## src/rtl/key_expansion_inv.sv

```systemverilog
// key_expansion_inv: reverse AES-128 key schedule that streams round keys 10..0 over valid/ready
//   clk        in   clock, all state on rising edge
//   rst_n      in   asynchronous active-low reset
//   start      in   load request, honoured only while idle
//   last_key   in   round-10 key, sampled with start
//   key_out    out  current round key (InvMixColumns applied to rounds 9..1 when EQ_INV)
//   key_round  out  round index of key_out
//   key_valid  out  key_out/key_round offered to the consumer
//   key_ready  in   consumer accepts key_out
//   busy       out  stream in progress
//   done       out  one-cycle pulse after the round-0 transfer
module key_expansion_inv #(
    parameter bit EQ_INV = 1'b0
) (
    input  logic         clk,
    input  logic         rst_n,
    input  logic         start,
    input  logic [127:0] last_key,
    output logic [127:0] key_out,
    output logic [3:0]   key_round,
    output logic         key_valid,
    input  logic         key_ready,
    output logic         busy,
    output logic         done
);
    typedef enum logic {IDLE, EMIT} state_t;
    state_t       state_q;
    logic [127:0] kreg_q;
    logic [127:0] kreg_d;
    logic [3:0]   rnd_q;
    logic         done_q;
    logic [31:0]  p0, p1, p2, p3;

    function automatic logic [7:0] xt(input logic [7:0] a);
        return {a[6:0], 1'b0} ^ (a[7] ? 8'h1b : 8'h00);
    endfunction

    function automatic logic [7:0] gmul(input logic [7:0] a, input logic [7:0] b);
        logic [7:0] p;
        logic [7:0] x;
        p = 8'h00;
        x = a;
        for (int i = 0; i < 8; i++) begin
            p = b[i] ? p ^ x : p;
            x = xt(x);
        end
        return p;
    endfunction

    // multiplicative inverse as a^254 (maps 0 to 0, as the S-box requires)
    function automatic logic [7:0] ginv(input logic [7:0] a);
        logic [7:0] r;
        logic [7:0] s;
        r = 8'h01;
        s = a;
        for (int i = 1; i < 8; i++) begin
            s = gmul(s, s);
            r = gmul(r, s);
        end
        return r;
    endfunction

    function automatic logic [7:0] sbox(input logic [7:0] a);
        logic [7:0] b;
        b = ginv(a);
        return b ^ {b[6:0], b[7]} ^ {b[5:0], b[7:6]} ^ {b[4:0], b[7:5]} ^ {b[3:0], b[7:4]} ^ 8'h63;
    endfunction

    function automatic logic [31:0] sub_word(input logic [31:0] x);
        return {sbox(x[31:24]), sbox(x[23:16]), sbox(x[15:8]), sbox(x[7:0])};
    endfunction

    function automatic logic [7:0] rcon(input logic [3:0] r);
        logic [7:0] c;
        c = 8'h01;
        for (int i = 1; i < 10; i++)
            c = (i < int'(r)) ? xt(c) : c;
        return c;
    endfunction

    function automatic logic [31:0] inv_mix_col(input logic [31:0] a);
        logic [7:0] a0, a1, a2, a3;
        {a0, a1, a2, a3} = a;
        return {gmul(a0, 8'h0e) ^ gmul(a1, 8'h0b) ^ gmul(a2, 8'h0d) ^ gmul(a3, 8'h09),
                gmul(a0, 8'h09) ^ gmul(a1, 8'h0e) ^ gmul(a2, 8'h0b) ^ gmul(a3, 8'h0d),
                gmul(a0, 8'h0d) ^ gmul(a1, 8'h09) ^ gmul(a2, 8'h0e) ^ gmul(a3, 8'h0b),
                gmul(a0, 8'h0b) ^ gmul(a1, 8'h0d) ^ gmul(a2, 8'h09) ^ gmul(a3, 8'h0e)};
    endfunction

    // one backward schedule step: undo the word chaining, then recover w0 through the g() function
    assign p3 = kreg_q[31:0] ^ kreg_q[63:32];
    assign p2 = kreg_q[63:32] ^ kreg_q[95:64];
    assign p1 = kreg_q[95:64] ^ kreg_q[127:96];
    assign p0 = kreg_q[127:96] ^ sub_word({p3[23:0], p3[31:24]}) ^ {rcon(rnd_q), 24'h0};
    assign kreg_d = {p0, p1, p2, p3};

    always_ff @(posedge clk or negedge rst_n) begin
        if (!rst_n) begin
            state_q <= IDLE;
            kreg_q  <= '0;
            rnd_q   <= '0;
            done_q  <= 1'b0;
        end else begin
            done_q <= 1'b0;
            if (state_q == IDLE) begin
                if (start) begin
                    kreg_q  <= last_key;
                    rnd_q   <= 4'd10;
                    state_q <= EMIT;
                end
            end else if (key_ready) begin
                if (rnd_q == 4'd0) begin
                    state_q <= IDLE;
                    done_q  <= 1'b1;
                end else begin
                    kreg_q <= kreg_d;
                    rnd_q  <= rnd_q - 4'd1;
                end
            end
        end
    end

    assign key_out   = (EQ_INV && rnd_q >= 4'd1 && rnd_q <= 4'd9) ?
                       {inv_mix_col(kreg_q[127:96]), inv_mix_col(kreg_q[95:64]),
                        inv_mix_col(kreg_q[63:32]), inv_mix_col(kreg_q[31:0])} : kreg_q;
    assign key_round = rnd_q;
    assign key_valid = state_q == EMIT;
    assign busy      = state_q == EMIT;
    assign done      = done_q;
endmodule

```

## config.mk

```make
export PLATFORM = sky130hd
export DESIGN_NAME = key_expansion_inv
export DESIGN_NICKNAME = d
export VERILOG_FILES = /design/src/rtl/key_expansion_inv.sv
export SDC_FILE = /design/constraint.sdc
export NUM_CORES = 2
export LEC_CHECK = 0
export CAP_MARGIN = 40
export CORE_MARGIN = 2
export CORE_UTILIZATION = 50
export DETAILED_ROUTE_END_ITERATION = 6
export GPL_TIMING_DRIVEN = 0
export PLACE_DENSITY_LB_ADDON = 0.15
export SETUP_SLACK_MARGIN = 0.02
export SLEW_MARGIN = 30
export SYNTH_ARGS = -nofsm -noshare
export SYNTH_HDL_FRONTEND = slang
export SYNTH_SLANG_ARGS = --single-unit
export TNS_END_PERCENT = 100
```

## constraint.sdc

```tcl
create_clock -name clk -period 28.5 [get_ports clk]
set_input_delay 2.85 -clock clk [delete_from_list [all_inputs] [get_ports clk]]
set_output_delay 2.85 -clock clk [all_outputs]
set_load 0.01 [all_outputs]
```

* Yosys cells after proc, flatten, opt, wreduce, memory -nomap -nowiden
Cells that the tools add are included.
Word-level totals: flip-flop bits (word level) 134, bits of input ports 132, logic and storage cells 1652, output and inout port bits 135
Operators by class: eq/ne operators 2, order comparisons 9, mux-type cells 844, bitwise operators 789, reductions and logical operators 3, $add $sub $neg 1
Operator list (count):
- two-way mux 8 bit | 425
- XOR 8 bit | 380
- XOR 8 x 5 -> 8 bit | 369
- two-way mux 5 bit | 377
- two-way mux 128 bit | 4
- XOR 32 bit | 5
- two-way mux 7 bit | 5
- two-way mux 4 bit | 8
- two-way mux 6 bit | 5
- NOT 1 bit (first input constant) | 28
- less-than comparator 3 x 4 -> 1 bit (first input constant) | 4
- NOT 4 bit | 4
- two-way mux 3 bit | 4
- two-way mux 1 bit | 11
- two-way mux 2 bit | 5
- less-than comparator 2 x 4 -> 1 bit (first input constant) | 2
- less-than comparator 4 bit (first input constant) | 2
- XOR 7 x 5 -> 7 bit | 1
- XOR 6 x 5 -> 6 bit | 1
- XOR 3 x 5 -> 5 bit | 1
- zero test 4 bit | 1
- less-than comparator 1 x 4 -> 1 bit (first input constant) | 1
- != test 2 bit (second input constant) | 2
- subtractor 4 x 1 -> 4 bit (second input constant) | 1
- 2 further kinds | 2

* Logic depth before layout (Yosys ltp)
depth after elaboration 138, depth in mapped cells 64, gate-level depth less buffers 57

* Worst setup path before layout
OpenSTA, ideal clock, no wires.
kind register -> register, start point register kreg_q[23], in the netlist key_out[23], end point register kreg_q[127], in the netlist key_out[127], period minus slack after synthesis 15.667 ns, path slack 12.833 ns, stages on the path, launching flop included 60, buffers on the path 5, data required time 28.382 ns, arrival time 15.549 ns, setup time 0.118 ns, cell sequence dfrtp_1 -> xnor2_1 -> inv_2 -> buf_2 -> ha_1 -> xnor3_1 -> mux2i_1 -> xnor2_1 -> inv_2 -> ha_1 -> xor3_1 -> mux2i_1 -> xnor2_1 -> clkbuf_1 -> ha_1 -> inv_1 -> nor2_1 -> xnor2_1 -> [... 24 more ...] -> buf_6 -> xnor2_4 -> xor2_2 -> nand2_1 -> xor3_1 -> xnor3_2 -> xnor2_4 -> xnor3_1 -> xnor3_2 -> nor2_1 -> xnor2_1 -> xnor3_1 -> xnor2_1 -> xor2_1 -> xnor3_1 -> xnor3_1 -> a21oi_1 -> a21o_1
Between the ends: longest elaborated chain between the ends 134, elaborated cells on any way between the ends 391, those cells by class mux (202); bitwise (189)
RTL lines:
- from (decl) | RTL line 28 | logic [127:0] kreg_q;
- from (signal assigned) | RTL line 107 | kreg_q <= last_key;
- from (signal assigned) | RTL line 116 | kreg_q <= kreg_d;
- XOR 32 bit (*) | RTL line 91 | assign p3 = kreg_q[31:0] ^ kreg_q[63:32];
- two-way mux 5 bit | RTL line 35 | return {a[6:0], 1'b0} ^ (a[7] ? 8'h1b : 8'h00);
- XOR 8 x 5 -> 8 bit | RTL line 35
- XOR 8 bit | RTL line 44 | p = b[i] ? p ^ x : p;
- two-way mux 8 bit | RTL line 44
- XOR 8 bit | RTL line 44
- two-way mux 8 bit | RTL line 44
- XOR 8 bit | RTL line 44
- [... 115 more ...]
- XOR 8 bit | RTL line 44
- two-way mux 8 bit (*) | RTL line 44
- XOR 8 bit (3 in a row) | RTL line 66 | return b ^ {b[6:0], b[7]} ^ {b[5:0], b[7:6]} ^ {b[4:0], b[7:5]} ^ {b[3:0], b[7:4]} ^ 8'h63;
- XOR 8 bit (*) | RTL line 66
- XOR 32 bit (*) (2 in a row) | RTL line 94 | assign p0 = kreg_q[127:96] ^ sub_word({p3[23:0], p3[31:24]}) ^ {rcon(rnd_q), 24'h0};
- two-way mux 128 bit (*) | RTL line 112 | if (rnd_q == 4'd0) begin
- two-way mux 128 bit (*) | RTL line 111 | end else if (key_ready) begin
- two-way mux 128 bit (*) | RTL line 105 | if (state_q == IDLE) begin
Every way passes the cells marked *; elsewhere a longest branch is shown, timed or not. The select of a mux whose other input is x is not followed. A chain may end at the register's enable or synchronous reset.

* Worst setup path in the final report
start point register kreg_q[55], in the netlist key_out[55], end point register kreg_q[127], in the netlist key_out[127]
The elaborated chain is that of the path after synthesis.

==> flow_summary.toml <==
[synthesis]
muxShareOfSynthArea_pct = 4.56
syn_inst = 8380
synth_area_leaders = "xnor2_1 21%, xnor3_1 13%, nor2_1 6.7%"
synth-compound-area-share_pct = 18.9
synthArstFlopShare_pct = 100
synth-edff-count = 0
avgSynthCellArea_sq_um = 7.62
syn-cell-area_sq_um = 63800
ys_seq_elements = 134
yosys_warnings = 0
dominantRegCellSynth = "dfrtp_1"
syn_nets = 8536
yosysSeqAreaShare_pct = 5.25
synth.largest_area_cell = "xnor2_1"
synth_top_area_share_pct = 21.0
yosysMostFrequentCell = "xnor2_1"
synth_top_family_by_area = "XOR/XNOR gates"
post_synth_xor_area_fraction_pct = 47.1
synthSimpleGateAreaFrac_pct = 19.0
synth_common_cells = "1,529 x xnor2_1, 1,131 x nor2_1, 909 x nand2_1"
ys_types = 115
synthAdderAreaFrac_pct = 0.549

[clock_tree]
clockRootBuffer = "clkbuf_16"
post_cts_buffers = 0
ctsResizeCount = 0
clk_path_buf_depth = 2
cts_buffers = 17
cts_tree = "done"
clkTransAtPathRegs_ns = 0.07
cts_hold_buf = 0
worstSkewPairLatency_ns = 0.50
htreeDepth = 4
cts.sinks = 134

[critical_path]
max_stage_delay_ns = 0.71
path_max_fanout = 10
cp_common_cell = "xnor2_1"
r2r_end = "key_out[127]$_DFFE_PN0P_"
crit_buf_inv = 5
worstSetupEndpointType = "flip-flop"
critPathLaunchType = "flip-flop"
cp_top_family = "XOR/XNOR gates"
critical_path_required_ns = 28.88
ff2ff_path_depth = 59
r2r_slack_ns = 8.46
crit_type = "reg -> reg"
r2r_start = "key_out[55]$_DFFE_PN0P_"
cpMaxStageDelayCell = "a221oi_1"
cp.arrival_ns = 20.43

[hold_path]
whs_endpoint = "key_out[116]$_DFFE_PN0P_"
hold_start = "key_out[116]$_DFFE_PN0P_"
worstHoldPathCells = 1
hp-class = "reg -> reg"

[drt]
vias_per_cell = 6.16
wl_um = 244000
final_antenna_net_count = 0
drtPass1Iterations = 7
wl_per_cell_um = 23.3
num_vias = 64300
drc_errors = 2
first_iter_violations = 6844

[timing]
slew_headroom_pct = 37.7
maxSlewViolCount = 0
fmax_mhz = 49.9
setup_viol = 0
period_minus_slack_ns = 20.04
final_hold_viol_count = 0
tightest_slew_ns = 0.934
period_share_pct = 70.3
rsz0062_at_grt = "false"
fin_worst_skew_ns = 0.0170
finalSetupTns_ns = 0

[global_route]
first_global_vias = 59700
grt_max_degree = 74
antenna_found_initial = 27
grt_pass1_wl_um = 369000
grt_remaining_overflow = 0
track_usage_pct = 35.8

[floorplan]
initial_core_util_pct = 50.2
core_area_sq_um = 127000
io_pins = 267
die_h_um = 361
die_x_um = 361
row_count = 131
dieArea_sq_um = 131000

[cells_and_area]
fin_nets = 8912
drive_gt1_share_pct = 7.09
fill_cells = 12300
syn_to_final_growth_pct = 9.71

[status]
violations = "design-rule violations"
status = "finished with violations"

[placement]
numPortBuffers = 266
dpl.hpwl_um = 192000
gp_congestion = 1.03

[job]
drv_cap = 0
## state kept, by name, indices dropped and copies added, names as in the netlist
register and flops:
done 1, key_round 4, busy 1, key_out 128
## logic make-up (layout without fill, tap and decap cells)
kind of cell / count (synthesis) / count (layout)
buffers and inverters: 710 / 1099
multiplexers: 277 / 277
adder cells (fa/ha/maj): 29 / 29
XOR/XNOR: 2532 / 2532
flip-flops: 134 / 134
AND/OR/NAND/NOR: 2807 / 2807
other: 0 / 14
AO/OA/AOI/OAI: 1891 / 1891
## routing by layer
metal	vias up	global-route usage, %	wire length [um]
li1	29800	-	-
met1	30800	47.5	101000
met2	3150	57.3	109000
met3	465	8.79	25000
met4	36	11.1	8460
met5	-	0	306
## worst max-delay path by stage
stage / endpoint / slack [ns] / cells after the start / start
after global routing: key_out[122]$_DFFE_PN0P_ / 7.09 / 61 / key_out[55]$_DFFE_PN0P_
after CTS: key_out[127]$_DFFE_PN0P_ / 8.51 / 60 / key_out[55]$_DFFE_PN0P_
after global placement: key_out[127]$_DFFE_PN0P_ / 8.32 / 58 / key_out[55]$_DFFE_PN0P_
after detailed placement: key_out[127]$_DFFE_PN0P_ / 8.60 / 60 / key_out[55]$_DFFE_PN0P_
after floorplan: key_out[127]$_DFFE_PN0P_ / 12.83 / 59 / key_out[23]$_DFFE_PN0P_
final: key_out[127]$_DFFE_PN0P_ / 8.46 / 59 / key_out[55]$_DFFE_PN0P_
## cell type report
class,count,area [sq um],share of cell area [%]
Clock inverter,15,176,0.252
Buffer,562,2410,3.44
Multi-Input combinational cell,7536,57700,82.3
Antenna cell,14,35.0,0.0500
Timing Repair Buffer,357,3340,4.77
Clock buffer,17,425,0.607
Tap cell,1662,2080,2.97
Inverter,148,556,0.793
Sequential cell,134,3350,4.79
## metrics by stage
stage          std cells  cell area, sq um  setup slack (ns)  hold WS [ns]  util, %
6_report           10400             70000              8.46         0.548     55.1
5_1_grt            10400             70000              7.09         0.555     55.0
4_1_cts            10400             69700              8.51         0.537     54.8
3_5_place_dp       10300             69100              8.60         0.526     54.3
3_3_place_gp       10300             68600              8.32         0.514     53.9
2_1_floorplan       8380             63800             12.83         0.546        -
## cells in the final DEF (no fill, tap or decap), drive strengths merged, types with 73 or more instances in the layout
cell type,synthesis,final
nor3,188,188
nand3,200,200
nand2,912,912
xor2,436,436
xnor3,400,400
mux2i,222,222
xnor2,1652,1652
a211oi,88,88
dfrtp,134,134
o21ai,479,479
nor2,1136,1136
buf,187,262
clkdlybuf4s50,0,265
o22ai,111,111
clkbuf,375,409
inv,137,141
a31oi,73,73
a21oi,542,542
Power is not shown: default switching activity piles up to over one toggle a cycle in this logic, so the estimate is an artifact.
